## src/rtl/spi_rx_deser.sv

```systemverilog
// -----------------------------------------------------------------------------
// spi_rx_deser
//   Receives the serial stream of an SPI master (s_clk, spi_cs_l, mosi) by
//   oversampling it with the system clock, rebuilds DATA_W-bit words and
//   hands them out on a one-deep valid/ready output register.
//
// Ports
//   clk        system clock, all flops on its rising edge
//   rst        asynchronous active-low reset
//   spi_cs_l   chip select (active low), asynchronous to clk
//   s_clk      serial clock, mosi captured on its rising edge
//   mosi       serial data
//   rx_data    received word, held stable while rx_valid is high
//   rx_valid   word available
//   rx_ready   consumer accepts (transfer on rx_valid && rx_ready)
//   bit_cnt    bits received so far in the current word
//   frame_err  one-clock pulse when CS ends a frame mid-word
//   overrun    sticky flag: a completed word was dropped (back-pressure)
//   ovr_clr    synchronous clear of overrun
// -----------------------------------------------------------------------------
module spi_rx_deser #(
    parameter int DATA_W      = 16,
    parameter int SYNC_STAGES = 2,
    parameter int MSB_FIRST   = 1
) (
    input  logic                      clk,
    input  logic                      rst,
    input  logic                      spi_cs_l,
    input  logic                      s_clk,
    input  logic                      mosi,
    output logic [DATA_W-1:0]         rx_data,
    output logic                      rx_valid,
    input  logic                      rx_ready,
    output logic [$clog2(DATA_W):0]   bit_cnt,
    output logic                      frame_err,
    output logic                      overrun,
    input  logic                      ovr_clr
);

    localparam int CNT_W = $clog2(DATA_W) + 1;

    typedef enum logic {
        ST_IDLE  = 1'b0,
        ST_SHIFT = 1'b1
    } state_t;

    logic [SYNC_STAGES-1:0] r_cs_sync;
    logic [SYNC_STAGES-1:0] r_sclk_sync;
    logic [SYNC_STAGES-1:0] r_mosi_sync;
    logic                   r_sclk_prev;

    state_t                 r_state;
    logic [DATA_W-1:0]      r_shift;
    logic [CNT_W-1:0]       r_bit_cnt;
    logic                   r_done;
    logic                   r_frame_err;

    logic [DATA_W-1:0]      r_rx_data;
    logic                   r_rx_valid;
    logic                   r_overrun;

    logic                   w_cs;
    logic                   w_sclk;
    logic                   w_mosi;
    logic                   w_rise;
    logic [DATA_W-1:0]      w_next_shift;

    assign w_cs   = r_cs_sync[SYNC_STAGES-1];
    assign w_sclk = r_sclk_sync[SYNC_STAGES-1];
    assign w_mosi = r_mosi_sync[SYNC_STAGES-1];
    assign w_rise = w_sclk & ~r_sclk_prev;

    // Synchronise the pins; cs idles high so a reset never looks like a frame end.
    always_ff @(posedge clk or negedge rst) begin
        if (!rst) begin
            r_cs_sync   <= {SYNC_STAGES{1'b1}};
            r_sclk_sync <= {SYNC_STAGES{1'b0}};
            r_mosi_sync <= {SYNC_STAGES{1'b0}};
            r_sclk_prev <= 1'b0;
        end else begin
            r_cs_sync   <= {r_cs_sync[SYNC_STAGES-2:0], spi_cs_l};
            r_sclk_sync <= {r_sclk_sync[SYNC_STAGES-2:0], s_clk};
            r_mosi_sync <= {r_mosi_sync[SYNC_STAGES-2:0], mosi};
            r_sclk_prev <= w_sclk;
        end
    end

    // Shift direction decides which end of the word the first bit lands in.
    always_comb begin
        w_next_shift = r_shift;
        if (MSB_FIRST != 0) begin
            w_next_shift = {r_shift[DATA_W-2:0], w_mosi};
        end else begin
            w_next_shift = {w_mosi, r_shift[DATA_W-1:1]};
        end
    end

    // Frame FSM: CS is checked before the s_clk edge, so a coincident
    // CS rise swallows that edge.
    always_ff @(posedge clk or negedge rst) begin
        if (!rst) begin
            r_state     <= ST_IDLE;
            r_shift     <= {DATA_W{1'b0}};
            r_bit_cnt   <= {CNT_W{1'b0}};
            r_done      <= 1'b0;
            r_frame_err <= 1'b0;
        end else begin
            r_done      <= 1'b0;
            r_frame_err <= 1'b0;
            case (r_state)
                ST_IDLE: begin
                    r_bit_cnt <= {CNT_W{1'b0}};
                    if (!w_cs) begin
                        r_state <= ST_SHIFT;
                    end
                end
                ST_SHIFT: begin
                    if (w_cs) begin
                        r_state   <= ST_IDLE;
                        // bit_cnt never reaches DATA_W here, so nonzero means truncated
                        if (r_bit_cnt != {CNT_W{1'b0}}) begin
                            r_frame_err <= 1'b1;
                        end
                        r_bit_cnt <= {CNT_W{1'b0}};
                        r_shift   <= {DATA_W{1'b0}};
                    end else if (w_rise) begin
                        r_shift <= w_next_shift;
                        if (r_bit_cnt == CNT_W'(DATA_W - 1)) begin
                            r_bit_cnt <= {CNT_W{1'b0}};
                            r_done    <= 1'b1;
                        end else begin
                            r_bit_cnt <= r_bit_cnt + {{(CNT_W-1){1'b0}}, 1'b1};
                        end
                    end
                end
                default: begin
                    r_state <= ST_IDLE;
                end
            endcase
        end
    end

    // One-deep output register; a handshake and a new word on the same clk
    // reload without a bubble, a word arriving while full is dropped.
    always_ff @(posedge clk or negedge rst) begin
        if (!rst) begin
            r_rx_data  <= {DATA_W{1'b0}};
            r_rx_valid <= 1'b0;
            r_overrun  <= 1'b0;
        end else begin
            if (r_done && (!r_rx_valid || rx_ready)) begin
                r_rx_data  <= r_shift;
                r_rx_valid <= 1'b1;
            end else if (r_rx_valid && rx_ready) begin
                r_rx_valid <= 1'b0;
            end else begin
                r_rx_valid <= r_rx_valid;
            end

            // A new overrun wins over a simultaneous clear.
            if (r_done && r_rx_valid && !rx_ready) begin
                r_overrun <= 1'b1;
            end else if (ovr_clr) begin
                r_overrun <= 1'b0;
            end else begin
                r_overrun <= r_overrun;
            end
        end
    end

    assign rx_data   = r_rx_data;
    assign rx_valid  = r_rx_valid;
    assign bit_cnt   = r_bit_cnt;
    assign frame_err = r_frame_err;
    assign overrun   = r_overrun;

endmodule

```

## config.mk

```make
export PLATFORM = sky130hd
export DESIGN_NAME = spi_rx_deser
export DESIGN_NICKNAME = d
export VERILOG_FILES = /design/src/rtl/spi_rx_deser.sv
export SDC_FILE = /design/constraint.sdc
export NUM_CORES = 1
export LEC_CHECK = 0
export BUFFER_PORTS_ARGS = -buffer_cell sky130_fd_sc_hd__buf_2
export CORE_AREA = 2 2 71 73
export DETAILED_ROUTE_END_ITERATION = 6
export DIE_AREA = 0 0 73 75
export SKIP_LAST_GASP = 1
export SYNTH_ARGS = -nofsm -noshare
export SYNTH_HDL_FRONTEND = slang
export SYNTH_SLANG_ARGS = --single-unit
```

## constraint.sdc

```tcl
create_clock -name clk -period 1.9 [get_ports clk]
set_clock_uncertainty 0.1 [all_clocks]
set_input_delay 0.38 -clock clk [delete_from_list [all_inputs] [get_ports clk]]
set_output_delay 0.38 -clock clk [all_outputs]
set_load 0.05 [all_outputs]
```

Word-level counts from Yosys, hierarchy flattened
Cells that the tools add are included.
{"block": "word_totals", "mem_bits_ro": 0, "out_inout_bits": 24, "ramBits": 0, "memories": 0, "latch_bits": 0, "input_bits": 7, "elab_cells": 48, "register_bits": 49}
{"block": "op_classes", "add_sub_neg": 1, "div_mod_pow": 0, "eq_ne": 2, "bitwise_logic": 3, "reduce_logical": 12, "shifts": 0, "mul": 0, "muxes": 18, "order_cmp": 0}
{"cell": "two-way mux 16 bit", "n": 2}
{"cell": "two-way mux 5 bit", "n": 3}
{"cell": "two-way mux 1 bit", "n": 12}
{"cell": "one-hot mux 5 bit (2 select lines)", "n": 1}
{"cell": "nonzero test 2 bit", "n": 3}
{"cell": "adder 5 x 1 -> 5 bit, second input constant", "n": 1}
{"cell": "equality test 5 x 4 -> 1 bit, second input constant", "n": 1}
{"cell": "nonzero test 5 bit", "n": 1}
{"cell": "logical AND 1 bit", "n": 4}
{"cell": "inequality test 3 x 2 -> 1 bit, second input constant", "n": 1}
{"cell": "logical NOT 1 bit", "n": 2}
{"cell": "NOT 1 bit", "n": 2}
{"cell": "AND reduction 2 bit", "n": 1}
{"cell": "bitwise AND 1 bit", "n": 1}
{"cell": "logical OR 1 bit", "n": 1}

Logic depth before layout (Yosys ltp)
{"block": "logic_depth", "ltp_word": 5, "mapped_depth": 4}

Worst setup path after synthesis
OpenSTA, ideal clock, no wires.
{"block": "synth_path", "kind": "flip-flop to flip-flop", "from": "register r_rx_valid (netlist: rx_valid)", "to": "register r_rx_data[0] (netlist: rx_data[0])", "period_less_slack_ns": 1.603, "path_buffers": 1, "required_ns": 1.675, "t_arrival_ns": 1.378, "setup_slack_ns": 0.297, "setup_ns": 0.125, "stages_incl_launch_ff": 5, "path_cell_list": "dfrtp_1 > nand2b_2 > nand2_2 > buf_6 > mux2_2"}
{"block": "synth_between", "elab_chain_len": 3}
{"element": "from (decl)", "line": "59", "rtl": "logic r_rx_valid;"}
{"element": "from (signal assigned)", "line": "157", "rtl": "r_rx_valid <= r_rx_valid;"}
{"element": "logical NOT 1 bit", "line": "151", "rtl": "if (r_done && (!r_rx_valid || rx_ready)) begin"}
{"element": "logical OR 1 bit", "line": "151"}
{"element": "logical AND 1 bit", "line": "151"}
{"element": "to (signal assigned)", "line": "147", "rtl": "r_rx_data <= {DATA_W{1'b0}};"}
{"element": "to (signal assigned)", "line": "152", "rtl": "r_rx_data <= r_shift;"}
{"element": "to (decl)", "line": "58", "rtl": "logic [DATA_W-1:0] r_rx_data;"}
Every way passes these cells.
A chain may end at the register's enable or synchronous reset.

Final worst setup path
{"block": "layout_path", "from": "register r_bit_cnt[2] (netlist: bit_cnt[2])", "to": "output port bit_cnt[2]"}
{"element": "from (decl)", "line": "54", "rtl": "logic [CNT_W-1:0] r_bit_cnt;"}
{"element": "from (signal assigned)", "line": "104", "rtl": "r_bit_cnt <= {CNT_W{1'b0}};"}
{"element": "from (signal assigned)", "line": "112", "rtl": "r_bit_cnt <= {CNT_W{1'b0}};"}
{"element": "from (signal assigned)", "line": "124", "rtl": "r_bit_cnt <= {CNT_W{1'b0}};"}
{"element": "to (decl)", "line": "34", "rtl": "output logic [$clog2(DATA_W):0] bit_cnt,"}
No word-level cell between the ends.

==> key figures <==
Run status
  • Status: finished clean

Die
  • Starting Density: 39.6%
  • IO Pins: 31
  • Placeable Area: 4660 sq um
  • Die width: 73 um
  • Die ar.: 5480 sq um
  • Height of the die: 75 um
  • # rows: 25

Layout
  • Post-layout nets: 166
  • Most common cell after layout, fill and taps aside: dfrtp_1
  • Post-route cell area: 2180 sq um
  • Layout Cells excl Fill: 212
  • Most frequent cells in the layout: 47 x dfrtp_1, 30 x buf_2, 16 x a22o_1
  • # diodes: 0
  • Area of the multi-input gates: 563 sq um
  • P&R area growth vs syn: 18.1%
  • Fin util: 46.7%
  • Ratio of cells with drive above 1 in the final layout: 37.3%
  • Register Area: 1230 sq um
  • Filler cell count: 415

Clock network
  • H-tree depth reported by CTS: 2
  • Num CTS Buffers: 5
  • Clock transition at path regs: 80 ps
  • Clock Tree Root: clkbuf_8
  • Setup bufs post-CTS: 0
  • Max clock buf depth: 2
  • CTS tree: done
  • Skew-Pair Late Insertion Delay: 290 ps
  • Total clock sinks: 49

Min path
  • Worst hold path depth: 1
  • Hold EP: r_cs_sync[0]
  • Worst hold start: spi_cs_l
  • Hold WC Path Type: in2reg

Routing
  • Routed wire length per instance: 14.2 um
  • Starting DRC count in detailed routing: 80
  • Antenna Violating Nets Remaining: 0
  • DR pass1 iterations: 4
  • # DRC: 0
  • Vias/cell: 5.00
  • Via count: 1059
  • Routed WL: 3020 um

Global route
  • Overall Global Routing Usage: 12.6%
  • Global-route wire length before repair: 5110 um
  • Initial antenna violation count: 0
  • Vias in the first global route: 1106
  • Grt total ovfl: 0
  • Pin count of the biggest net entering global routing: 50

Placement
  • DP HPWL: 2020 um
  • Placed Cells: 203
  • Port bufs: 30
  • Dpl cell area: 2050 sq um
  • Gp weighted congestion: 0.747
  • Place WS: 286 ps

Pwr
  • Total power: 1.89 mW
  • Power Dens Cells: 866 nW/um^2
  • LEAKAGE: 1.14 nW
  • VDD IR max: 370 uV

Worst setup path
  • CP top delay family: flip-flops
  • Worst path bufs/invs: 1
  • Worst r2r dst: r_shift[0]
  • Crit path max-delay cell type: dfrtp_1
  • CP Class: reg2out
  • CP Launch Type: register
  • FF-to-FF setup slack: 520 ps
  • Critical path arrival: 1030 ps
  • Worst flop-to-flop path startpoint: r_sclk_sync[1]
  • Critical-path cell list: buf_2
  • Worst Path Required: 1420 ps
  • Crit-path max FO: 6
  • CP Capture Type: output pin
  • Worst path max stage delay: 440 ps
  • R2R cell count: 3

Timing
  • Fin crit share: 79.4%
  • Setup Viol. Count Final: 0
  • Slew headroom: 71.5%
  • Tmin final: 1510 ps
  • Fmax: 663 MHz
  • TNS Setup: 0 ps
  • Final hold viol count: 0
  • Setup slack after layout: 391 ps
  • RSZ-0062 raised after global routing: false
  • Worst slew pin tran: 426 ps
  • Hold WS: 79.8 ps
  • Slew Viols, Final: 0

Synthesis
  • Syn Area/Cell: 15.2 sq um
  • Net count after synthesis: 130
  • Seq/Total Area, Yosys: 66.6%
  • Post-synthesis sequential element count: 49
  • Cell Area, Synth: 1840 sq um
  • Syn Inst Count: 121
  • Synth cell types: 27
  • Synth Warn #: 0

Run
  • Max Cap Viol: 0
==> routing by layer <==
metal	share of wire, %	wire, um	track usage (%)
met3	4.0	120	3.61
met1	48	1450	16.3
met4	2.2	65	6.79
met2	46	1380	19.1
met5	0	0	0
==> Yosys cell counts <==
library cell,number,area (sq um)
a21oi_1,2,10.0
a22o_1,16,140
a31oi_1,1,6.26
and2b_4,1,10.0
buf_6,3,33.8
dfrtp_1,47,1180
dfstp_2,2,52.6
ha_1,2,25.0
inv_1,5,18.8
mux2_1,5,56.3
mux2_2,11,124
nand2_1,6,22.5
nand2_2,1,6.26
nand2b_2,1,8.76
nand2b_4,2,27.5
nand3_1,4,20.0
nand3b_1,1,7.51
nand4b_1,1,8.76
nor2_1,2,7.51
nor2_8,1,20.0
nor3_1,1,5.00
nor4b_1,1,8.76
o2111a_1,1,11.3
o21ai_4,1,16.3
o22ai_1,1,6.26
or3_1,1,6.26
xor2_1,1,8.76
==> report_power, final <==
group / total, mW / internal [mW] / switching, mW
logic: 0.0691 / 0.0235 / 0.0456
clock network: 0.751 / 0.428 / 0.323
registers: 1.07 / 1.06 / 0.0104
total: 1.89 / 1.51 / 0.379
==> cell families after synthesis <==
group	count (synthesis)	share of synthesized area, %
buf+inv	8	2.85
xor+xnor	1	0.475
compound gates	22	10.3
flops	49	66.6
fa+ha+maj	2	1.36
simple gates	23	8.62
mux	16	9.77
==> registers in the layout, indices dropped and copies added, names as in the netlist <==
register and flops:
overrun 1, r_shift 16, frame_err 1, r_done 1
r_mosi_sync 2, r_sclk_sync 2, r_sclk_prev 1, bit_cnt 5
rx_valid 1, r_state 1, rx_data 16, r_cs_sync 2
==> area by class of cell <==
class / count / area share, %
inverter: 5 / 0.862
timing repair buffer: 32 / 8.27
sequential: 49 / 56.4
clock buffer: 6 / 3.79
clock inverter: 2 / 1.72
multi-input combinational: 64 / 25.8
tap: 54 / 3.10
==> how the worst max path moves through the flow <==
stage | from | to | slack, ps | depth (start not counted)
2_1_floorplan | rx_valid | rx_data[0] | 300 | 4
3_3_place_gp | rx_ready | rx_data[14] | 330 | 4
3_5_place_dp | rx_ready | rx_data[7] | 290 | 4
4_1_cts | bit_cnt[2] | bit_cnt[2] | 380 | 1
5_1_grt | bit_cnt[3] | bit_cnt[3] | 330 | 1
6_report | bit_cnt[2] | bit_cnt[2] | 390 | 1
==> timing repair <==
item,in CTS,in global routing
endpoints found under the hold margin,47,0
hold buffers,1,0
gates resized for setup,0,0
No activity file was read; power rests on OpenSTA's default activity.
